==> config.mk <==
export PLATFORM = sky130hd
export DESIGN_NAME = morse_serializador_flat
export DESIGN_NICKNAME = d
export VERILOG_FILES = /design/src/rtl/morse_pkg.sv /design/src/rtl/morse_serializador_if.sv /design/src/rtl/morse_tick_gen.sv /design/src/rtl/morse_serializador.sv /design/src/flat_wrapper.sv
export SDC_FILE = /design/constraint.sdc
export NUM_CORES = 1
export LEC_CHECK = 0
export CAP_MARGIN = 10
export CORE_MARGIN = 5
export CORE_UTILIZATION = 63
export CTS_BUF_LIST = sky130_fd_sc_hd__clkbuf_16
export DETAILED_ROUTE_END_ITERATION = 16
export GPL_TIMING_DRIVEN = 0
export MAX_ROUTING_LAYER = met4
export PLACE_DENSITY = 0.82
export SLEW_MARGIN = 40
export SYNTH_ARGS = -nofsm -noshare
export SYNTH_HDL_FRONTEND = slang
export SYNTH_HIERARCHICAL = 1
export SYNTH_SLANG_ARGS = --single-unit
==> constraint.sdc <==
create_clock -name clk -period 4.8 [get_ports clk]
set_clock_uncertainty 0.1 [all_clocks]
set_input_delay 0.48 -clock clk [delete_from_list [all_inputs] [get_ports clk]]
set_output_delay 0.48 -clock clk [all_outputs]
set_load 0.02 [all_outputs]
==> src/rtl/morse_pkg.sv <==
// rtl/morse_pkg.sv - shared widths, timing constants and FSM state encoding for the Morse serializer
package morse_pkg;

  // Pattern width equals the longest character in units (digit 0 = 21 units)
  localparam int PAT_W_DEF    = 21;
  localparam int LEN_W_DEF    = 5;

  // Clock cycles per Morse time unit: 50 ms at 100 MHz
  localparam int TICK_DIV_DEF = 5_000_000;

  // Short unit time so simulations stay a few hundred cycles long
  localparam int TICK_DIV_SIM = 4;

  typedef enum logic [1:0] {
    IDLE = 2'b00,
    SEND = 2'b01,
    FIN  = 2'b10
  } state_t;

endpackage

==> src/rtl/morse_serializador_if.sv <==
// rtl/morse_serializador_if.sv - character handshake and Morse output bundle between sequencer and serializer
interface morse_serializador_if #(
  parameter int PAT_W = 21,
  parameter int LEN_W = 5
);

  logic             char_valid;
  logic             char_ready;
  logic [PAT_W-1:0] pattern;
  logic [LEN_W-1:0] length;
  logic             abort;
  logic             tone_out;
  logic             busy;
  logic             done;

  // Character sequencer side
  modport master (
    output char_valid,
    output pattern,
    output length,
    output abort,
    input  char_ready,
    input  tone_out,
    input  busy,
    input  done
  );

  // Serializer side
  modport slave (
    input  char_valid,
    input  pattern,
    input  length,
    input  abort,
    output char_ready,
    output tone_out,
    output busy,
    output done
  );

endinterface

==> src/rtl/morse_tick_gen.sv <==
// rtl/morse_tick_gen.sv - restartable Morse time-unit counter
module morse_tick_gen #(
  parameter int TICK_DIV = 4
) (
  input  logic clk,
  input  logic rst_n,
  input  logic clear,
  output logic tick
);

  localparam int               CNT_W   = $clog2(TICK_DIV);
  localparam logic [CNT_W-1:0] CNT_LAST = CNT_W'(TICK_DIV - 1);
  localparam logic [CNT_W-1:0] CNT_ONE  = CNT_W'(1);

  logic [CNT_W-1:0] cnt_q;

  // Count 0..TICK_DIV-1 and wrap; clear holds the count at zero so a new unit starts aligned
  always_ff @(posedge clk or negedge rst_n) begin
    if (!rst_n) begin
      cnt_q <= '0;
    end else if (clear || (cnt_q == CNT_LAST)) begin
      cnt_q <= '0;
    end else begin
      cnt_q <= cnt_q + CNT_ONE;
    end
  end

  // Tick marks the last cycle of the current time unit
  assign tick = (cnt_q == CNT_LAST);

endmodule

==> src/rtl/morse_serializador.sv <==
// rtl/morse_serializador.sv - shifts one character's element pattern out on tone_out, one bit per time unit
module morse_serializador
  import morse_pkg::*;
#(
  parameter int PAT_W    = PAT_W_DEF,
  parameter int LEN_W    = LEN_W_DEF,
  parameter int TICK_DIV = TICK_DIV_DEF
) (
  input  logic                 clk,
  input  logic                 rst_n,
  morse_serializador_if.slave  bus
);

  localparam logic [LEN_W-1:0] PAT_W_L = LEN_W'(PAT_W);
  localparam logic [LEN_W-1:0] LEN_ONE = LEN_W'(1);

  state_t           state_q, state_d;
  logic [PAT_W-1:0] shreg_q, shreg_d;
  logic [LEN_W-1:0] bit_cnt_q, bit_cnt_d;
  logic [LEN_W-1:0] len_eff;
  logic             tone_q, tone_d;
  logic             ready_q, ready_d;
  logic             busy_q, busy_d;
  logic             done_q, done_d;
  logic             accept;
  logic             tick;
  logic             tick_clear;

  // Lengths beyond the pattern width are clamped to the pattern width
  assign len_eff    = (bus.length > PAT_W_L) ? PAT_W_L : bus.length;
  assign accept     = bus.char_valid && ready_q && (state_q == IDLE);
  assign tick_clear = (state_q != SEND);

  morse_tick_gen #(
    .TICK_DIV (TICK_DIV)
  ) u_tick_gen (
    .clk   (clk),
    .rst_n (rst_n),
    .clear (tick_clear),
    .tick  (tick)
  );

  // State, shift register, unit counter and all outputs are registered together
  always_ff @(posedge clk or negedge rst_n) begin
    if (!rst_n) begin
      state_q   <= IDLE;
      shreg_q   <= '0;
      bit_cnt_q <= '0;
      tone_q    <= 1'b0;
      ready_q   <= 1'b0;
      busy_q    <= 1'b0;
      done_q    <= 1'b0;
    end else begin
      state_q   <= state_d;
      shreg_q   <= shreg_d;
      bit_cnt_q <= bit_cnt_d;
      tone_q    <= tone_d;
      ready_q   <= ready_d;
      busy_q    <= busy_d;
      done_q    <= done_d;
    end
  end

  // Next state and next output values; the shift register is kept MSB-aligned so the current bit is always the top bit
  always_comb begin
    state_d   = state_q;
    shreg_d   = shreg_q;
    bit_cnt_d = bit_cnt_q;
    tone_d    = 1'b0;

    case (state_q)
      IDLE: begin
        if (accept) begin
          if (len_eff == '0) begin
            state_d = FIN;
          end else begin
            state_d   = SEND;
            shreg_d   = bus.pattern << (PAT_W_L - len_eff);
            bit_cnt_d = len_eff;
            tone_d    = shreg_d[PAT_W-1];
          end
        end
      end
      SEND: begin
        tone_d = tone_q;
        if (tick) begin
          bit_cnt_d = bit_cnt_q - LEN_ONE;
          if (bit_cnt_q == LEN_ONE) begin
            state_d = FIN;
            tone_d  = 1'b0;
          end else begin
            shreg_d = shreg_q << 1;
            tone_d  = shreg_q[PAT_W-2];
          end
        end
      end
      FIN: begin
        state_d = IDLE;
      end
      default: begin
        state_d = IDLE;
      end
    endcase

    // Cancel wins over everything, including an accept in the same cycle
    if (bus.abort) begin
      state_d   = IDLE;
      tone_d    = 1'b0;
      bit_cnt_d = '0;
    end

    ready_d = (state_d == IDLE) && !bus.abort;
    busy_d  = (state_d == SEND);
    done_d  = (state_d == FIN);
  end

  assign bus.char_ready = ready_q;
  assign bus.tone_out   = tone_q;
  assign bus.busy       = busy_q;
  assign bus.done       = done_q;

endmodule

==> src/flat_wrapper.sv <==
// flat-port wrapper written by rule: the top's interface ports become plain ports
module morse_serializador_flat import morse_pkg::*;
#(
  parameter int PAT_W    = PAT_W_DEF,
  parameter int LEN_W    = LEN_W_DEF,
  parameter int TICK_DIV = TICK_DIV_DEF
)
  (clk, rst_n, bus_char_valid, bus_pattern, bus_length, bus_abort, bus_char_ready, bus_tone_out, bus_busy, bus_done);
  morse_serializador_if #(.PAT_W(PAT_W), .LEN_W(LEN_W)) bus_i ();
  input  logic clk;
  input  logic rst_n;
  input wire logic [$bits(bus_i.char_valid)-1:0] bus_char_valid;
  input wire logic [$bits(bus_i.pattern)-1:0] bus_pattern;
  input wire logic [$bits(bus_i.length)-1:0] bus_length;
  input wire logic [$bits(bus_i.abort)-1:0] bus_abort;
  output wire logic [$bits(bus_i.char_ready)-1:0] bus_char_ready;
  output wire logic [$bits(bus_i.tone_out)-1:0] bus_tone_out;
  output wire logic [$bits(bus_i.busy)-1:0] bus_busy;
  output wire logic [$bits(bus_i.done)-1:0] bus_done;
  assign bus_i.char_valid = bus_char_valid;
  assign bus_i.pattern = bus_pattern;
  assign bus_i.length = bus_length;
  assign bus_i.abort = bus_abort;
  assign bus_char_ready = bus_i.char_ready;
  assign bus_tone_out = bus_i.tone_out;
  assign bus_busy = bus_i.busy;
  assign bus_done = bus_i.done;
  morse_serializador #(.PAT_W(PAT_W), .LEN_W(LEN_W), .TICK_DIV(TICK_DIV)) u_core (.clk(clk), .rst_n(rst_n), .bus(bus_i));
endmodule
======== After elaboration in Yosys (flattened, before gate mapping) ========
Cells that the tools add are included.
storage, ports and cells
  bits in registers ....................... 54
  bits of input ports ..................... 30
  output and inout port bits .............. 4
  word-level logic and storage cells ...... 62
operators by class
  $add $sub $neg .......................... 3
  $lt $le $gt $ge ......................... 1
  eq/ne operators ......................... 13
  shift-type cells ........................ 1
  multiplexer cells ....................... 24
  reduce and logical (&&, ||, !) cells .... 12
operator list
  cell                                                                number
  20-bit 2-to-1 mux                                                   4
  20-bit one-hot mux with 2 select lines                              1
  5-bit 2-to-1 mux                                                    5
  23-bit by 1-bit adder with 23-bit output, second input constant     1
  23-bit == test, second input constant                               1
  23-bit 2-to-1 mux                                                   1
  21-bit by 5-bit << shifter with 21-bit output                       1
  2-bit 2-to-1 mux                                                    5
  5-bit one-hot mux with 2 select lines                               1
  2-bit by 1-bit != test with 1-bit output, second input constant     3
  3-bit by 2-bit != test with 1-bit output, second input constant     2
  5-bit by 1-bit == test with 1-bit output, second input constant     1
  5-bit > comparator, second input constant                           1
  5-bit zero test                                                     1
  1-bit 2-to-1 mux                                                    5
  5-bit AND reduction                                                 1
  5-bit by 1-bit subtractor with 5-bit output, second input constant  1
  5-bit subtractor, first input constant                              1
  2-bit by 1-bit == test with 1-bit output, second input constant     2
  2-bit zero test                                                     2
  2-bit != test, second input constant                                2
  2-bit one-hot mux with 2 select lines                               1
  4-bit AND reduction                                                 1
  1-bit logical AND                                                   3
  other kinds (7)                                                     7

======== Longest topological paths before layout ========
  depth after elaboration ................. 9
  depth in mapped cells ................... 12
  gate-level depth less buffers ........... 9

======== Hierarchy ========
The synthesis kept the hierarchy.
modules (own cells, without submodules)
  module              times used  cells an instance  area each (µm²)  seq. area each (µm²)
  morse_serializador  1           325                2737.6           775.7
  morse_tick_gen      1           126                1158.6           575.6

======== Worst setup path after synthesis ========
Ideal clock, no wire load.
  path type ............................... input port to flip-flop
  start ................................... in bus_length[3]
  end ..................................... reg u_core.shreg_q[8]
  setup time .............................. 0.087 ns
  arrival ................................. 2.623 ns
  data required time ...................... 4.613 ns
  path slack .............................. 1.990 ns
  stages on the path ...................... 12
  path buffers ............................ 3
  cells stage by stage .................... buf_2 o21ai_4 nand2_2 inv_2 buf_2 ha_1 xor2_2 nand2_1 nor2_1 buf_4 nand2_1 o211ai_1
between the ends
  word-level cells in the longest chain between the ends .. 7
  elaborated cells between the ends (all ways) .. 10
  those cells by class .................... add/sub: 1; order compare: 1; eq/ne: 1; shift: 1; mux: 4; reduce/logical: 2
RTL lines
  element                                        RTL line                  text
  from (decl)                                    flat_wrapper.sv:14        input wire logic [$bits(bus_i.length)-1:0] bus_length;
  5-bit > comparator                             morse_serializador.sv:30  assign len_eff = (bus.length > PAT_W_L) ? PAT_W_L : bus.length;
  5-bit 2-to-1 mux *                             morse_serializador.sv:30
  5-bit subtractor                               morse_serializador.sv:78  shreg_d = bus.pattern << (PAT_W_L - len_eff);
  21-bit by 5-bit << shifter with 21-bit output  morse_serializador.sv:78
  20-bit 2-to-1 mux                              morse_serializador.sv:74  if (len_eff == '0) begin
  20-bit 2-to-1 mux                              morse_serializador.sv:73  if (accept) begin
  20-bit one-hot mux with 2 select lines         morse_serializador.sv:71  case (state_q)
  to (signal assigned)                           morse_serializador.sv:55  shreg_q <= shreg_d;
  to (decl)                                      morse_serializador.sv:18  logic [PAT_W-1:0] shreg_q, shreg_d;
Mark *: on every way between the ends. The rest lies on a longest branch, timed or not. The select of a mux whose other input is x is not followed.
A chain may end at the register's enable or synchronous reset.

======== Final worst setup path ========
  start ................................... in bus_length[4]
  end ..................................... reg u_core.shreg_q[19]
The elaborated chain is that of the path after synthesis.

==> impl_metrics.yaml <==
yosys:
  yosys.area_share.simple_pct: 21.68
  synth_top_family_by_area: "compound AO/OA/AOI/OAI gates"
  synthCells: 451
  synth.avg_cell_area_um2: 8.639
  synth-seq-cells: 54
  synthTopCellsByCount: "54 x dfrtp_1, 53 x nor2_1, 31 x nand2_1"
  synth_mux_area_share_pct: 7.739
  synth-adder-area-share_pct: 1.285
  yosysTopAreaCell: "dfrtp_1"
  synth_compound_area_share_pct: 25.47
  syn-cell-area_um2: 3896
  ys_warn_count: 6
  yosys-top-cells-area: "dfrtp_1 35%, nor2_1 5.1%, o21ai_0 3.9%"
  async_flop_share_pct: 100.0
  seq_area_frac_synth_pct: 34.68
  synth_most_common_cell: "dfrtp_1"
  synth_top_area_share_pct: 34.68
  synth_edf_count: 0
  ys.flop_type: "dfrtp_1"
  yosys.area_share.xor_xnor_pct: 3.308
  ys_types: 71
  synth_nets: 485
sta:
  max-slew-margin-rel_pct: 56.51
  tightestPinTransition_ns: 0.6474
  fin_crit_ns: 3.722
  whs_ns: 0.3881
  setup_viol: 0
  drv_slew: 0
  fin_crit_sh_pct: 77.53
  clock.fmax_ghz: 0.2687
  finalHoldViolCount: 0
  fin_ws_ns: 1.078
  grt_setup_unrepaired: "false"
  setup_tns_ns: 0
setup_path:
  path_cells: "clkdlybuf4s50_1 > buf_2 > o21ai_4 > nand2_2 > inv_2 > buf_2 > ha_1 > xnor2_2 > nor2_1 > a222oi_1 > mux2i_1 > a21o_1"
  cp.required_ns: 4.88
  worst_ep_arrival_time_ns: 3.80
  path_common_cell: "buf_2"
  critical_path_class: "primary input to flop"
  critPathSlowestCell: "a222oi_1"
  cp_max_fo: 10
  cp_slowest_stage_delay_ns: 0.60
  start_kind: "primary input"
  worst_setup_path_end_kind: "flop"
placement:
  placed_cells: 557
  routabilityCongestion: 0.9717
  place_ws_ns: 0.9034
  io_buffers: 30
  hpwl_um: 8271
clock_network:
  cts_tree: "built"
  cts.sinks: 54
  htreeDepth: 2
  clkLatencyLatePin_ns: 0.29
  cts_setup_buffers: 0
  cts-root-buf: "clkbuf_16"
  cts_buffer_depth: 2
  cts_buffers: 5
  ctsHoldBuffers: 1
  clkSlewWorstSetupHoldPaths_ns: 0.07
  cts_resized: 0
floorplan:
  boundaryPins: 34
  fp.dieW_um: 88.64
  start_util_pct: 65.42
  rows: 28
  die_h_um: 88.64
  die-area_um2: 7857
  floorplan.core_area_um2: 5956
run_status:
  status: "complete, no violations"
global_route:
  use_met2_pct: 44.47
  antenna_found_initial: 0
  globalRouteMet3Util_pct: 4.935
  grt-ovfl-total: 0
  grt_max_degree: 34
  grt_pass1_vias: 3626
  grt_pass1_wl_um: 17960
  grt_use_met1_pct: 42.92
  grt_usage_pct: 30.09
  grt_most_used_layer: "met2"
routing:
  avgViaCountPerCell: 6.777
  drtIter0Drc: 337
  drc: 0
  ant_nets: 0
  num_vias: 3836
  wl_per_cell_um: 19.66
  firstDrtPassIters: 5
  finalWirelength_um: 11130
power_and_ir_drop:
  p_leak_nw: 1.732
  power_density_nw_per_um2: 282.4
  irDropWorstVdd_v: 0.0003037
cells_and_area:
  stdcell_count: 566
  area_delta_synth_final_pct: 14.61
  nets: 524
  n_fill_cell: 459
  drive_gt1_share_pct: 11.41
  n_antenna_cell: 0
job:
  max-cap-violations: 0
hold_path:
  hold_path_class: "flop to flop"
## per-layer routing
metal  vias to the layer above  routed length [um]
met1                      1846                4822
met4                         0                 207
met2                       189                5175
met5                         -                   0
li1                       1775                   -
met3                        26                 920
## logic make-up after synthesis
kind of cell | Yosys count
simple gates | 168
mux | 25
compound gates | 142
flops | 54
xor+xnor | 13
fa+ha+maj | 4
buf+inv | 45
## cells in the final DEF, fill, tap and decap left out, types with 13 or more instances in the layout
cell type	count
dfrtp_1	54
nor2_1	53
nand2_1	31
o21ai_0	30
clkdlybuf4s50_1	29
a21oi_1	28
nand3_1	16
mux2i_1	14
inv_1	13
or3_1	13
## registers in the layout, indices dropped and copies added, names as in the netlist
register and count:
u_core/bit_cnt_q 5, u_core/bus.busy 1, u_core/bus.char_ready 1, u_core/bus.done 1
u_core/bus.tone_out 1, u_core/shreg_q 20, u_core/state_q 2, u_core/u_tick_gen/cnt_q 23
## report_power, final
part           switching [mW]  internal, mW  total [mW]
logic                   0.216         0.152       0.368
registers              0.0370         0.508       0.545
clock network           0.157         0.191       0.348
total                   0.410         0.851        1.26
## final cells by class
cell class / count / area (um^2) / share of cell area [%]
Multi-Input combinational cell: 352 / 2323 / 52.03
Sequential cell: 54 / 1351 / 30.26
Timing Repair Buffer: 32 / 327.8 / 7.341
Buffer: 30 / 171.4 / 3.839
Clock buffer: 5 / 125.1 / 2.802
Tap cell: 75 / 93.84 / 2.101
Inverter: 15 / 56.30 / 1.261
Clock inverter: 3 / 16.27 / 0.3642
## critical path, delay by kind of cell
kind                       cells  cell delay, ns
buffers and inverters          4            1.00
AOI/OAI and AO/OA              3            0.95
adders and majority gates      1            0.34
and+or+nand+nor                2            0.33
xor gates and xnor gates       1            0.53
muxes                          1            0.17
## worst paths after layout
kind | start | end | slack [ns] | cells past startpoint
max in group asynchronous | rst_n | u_core/bit_cnt_q[2] | 3.61 | 3
max reg2reg | u_core/u_tick_gen/cnt_q[0] | u_core/shreg_q[17] | 1.74 | 9
min reg2reg | u_core/u_tick_gen/cnt_q[0] | u_core/u_tick_gen/cnt_q[0] | 0.39 | 1
min in group asynchronous | rst_n | u_core/u_tick_gen/cnt_q[18] | 0.52 | 2
max | bus_length[4] | u_core/shreg_q[19] | 1.08 | 12
min | u_core/u_tick_gen/cnt_q[0] | u_core/u_tick_gen/cnt_q[0] | 0.39 | 1
## through the flow
step | power (mW) | instance area (um^2) | util, %
after global placement | 0.8952 | 4290 | 72.04
final | 1.261 | 4466 | 74.98
after detailed placement | 0.9072 | 4308 | 72.33
after floorplan | 0.7853 | 3896 | -
after global routing | 1.322 | 4466 | 74.98
after CTS | 1.258 | 4459 | 74.87
Power figures use the tool's default switching activity.
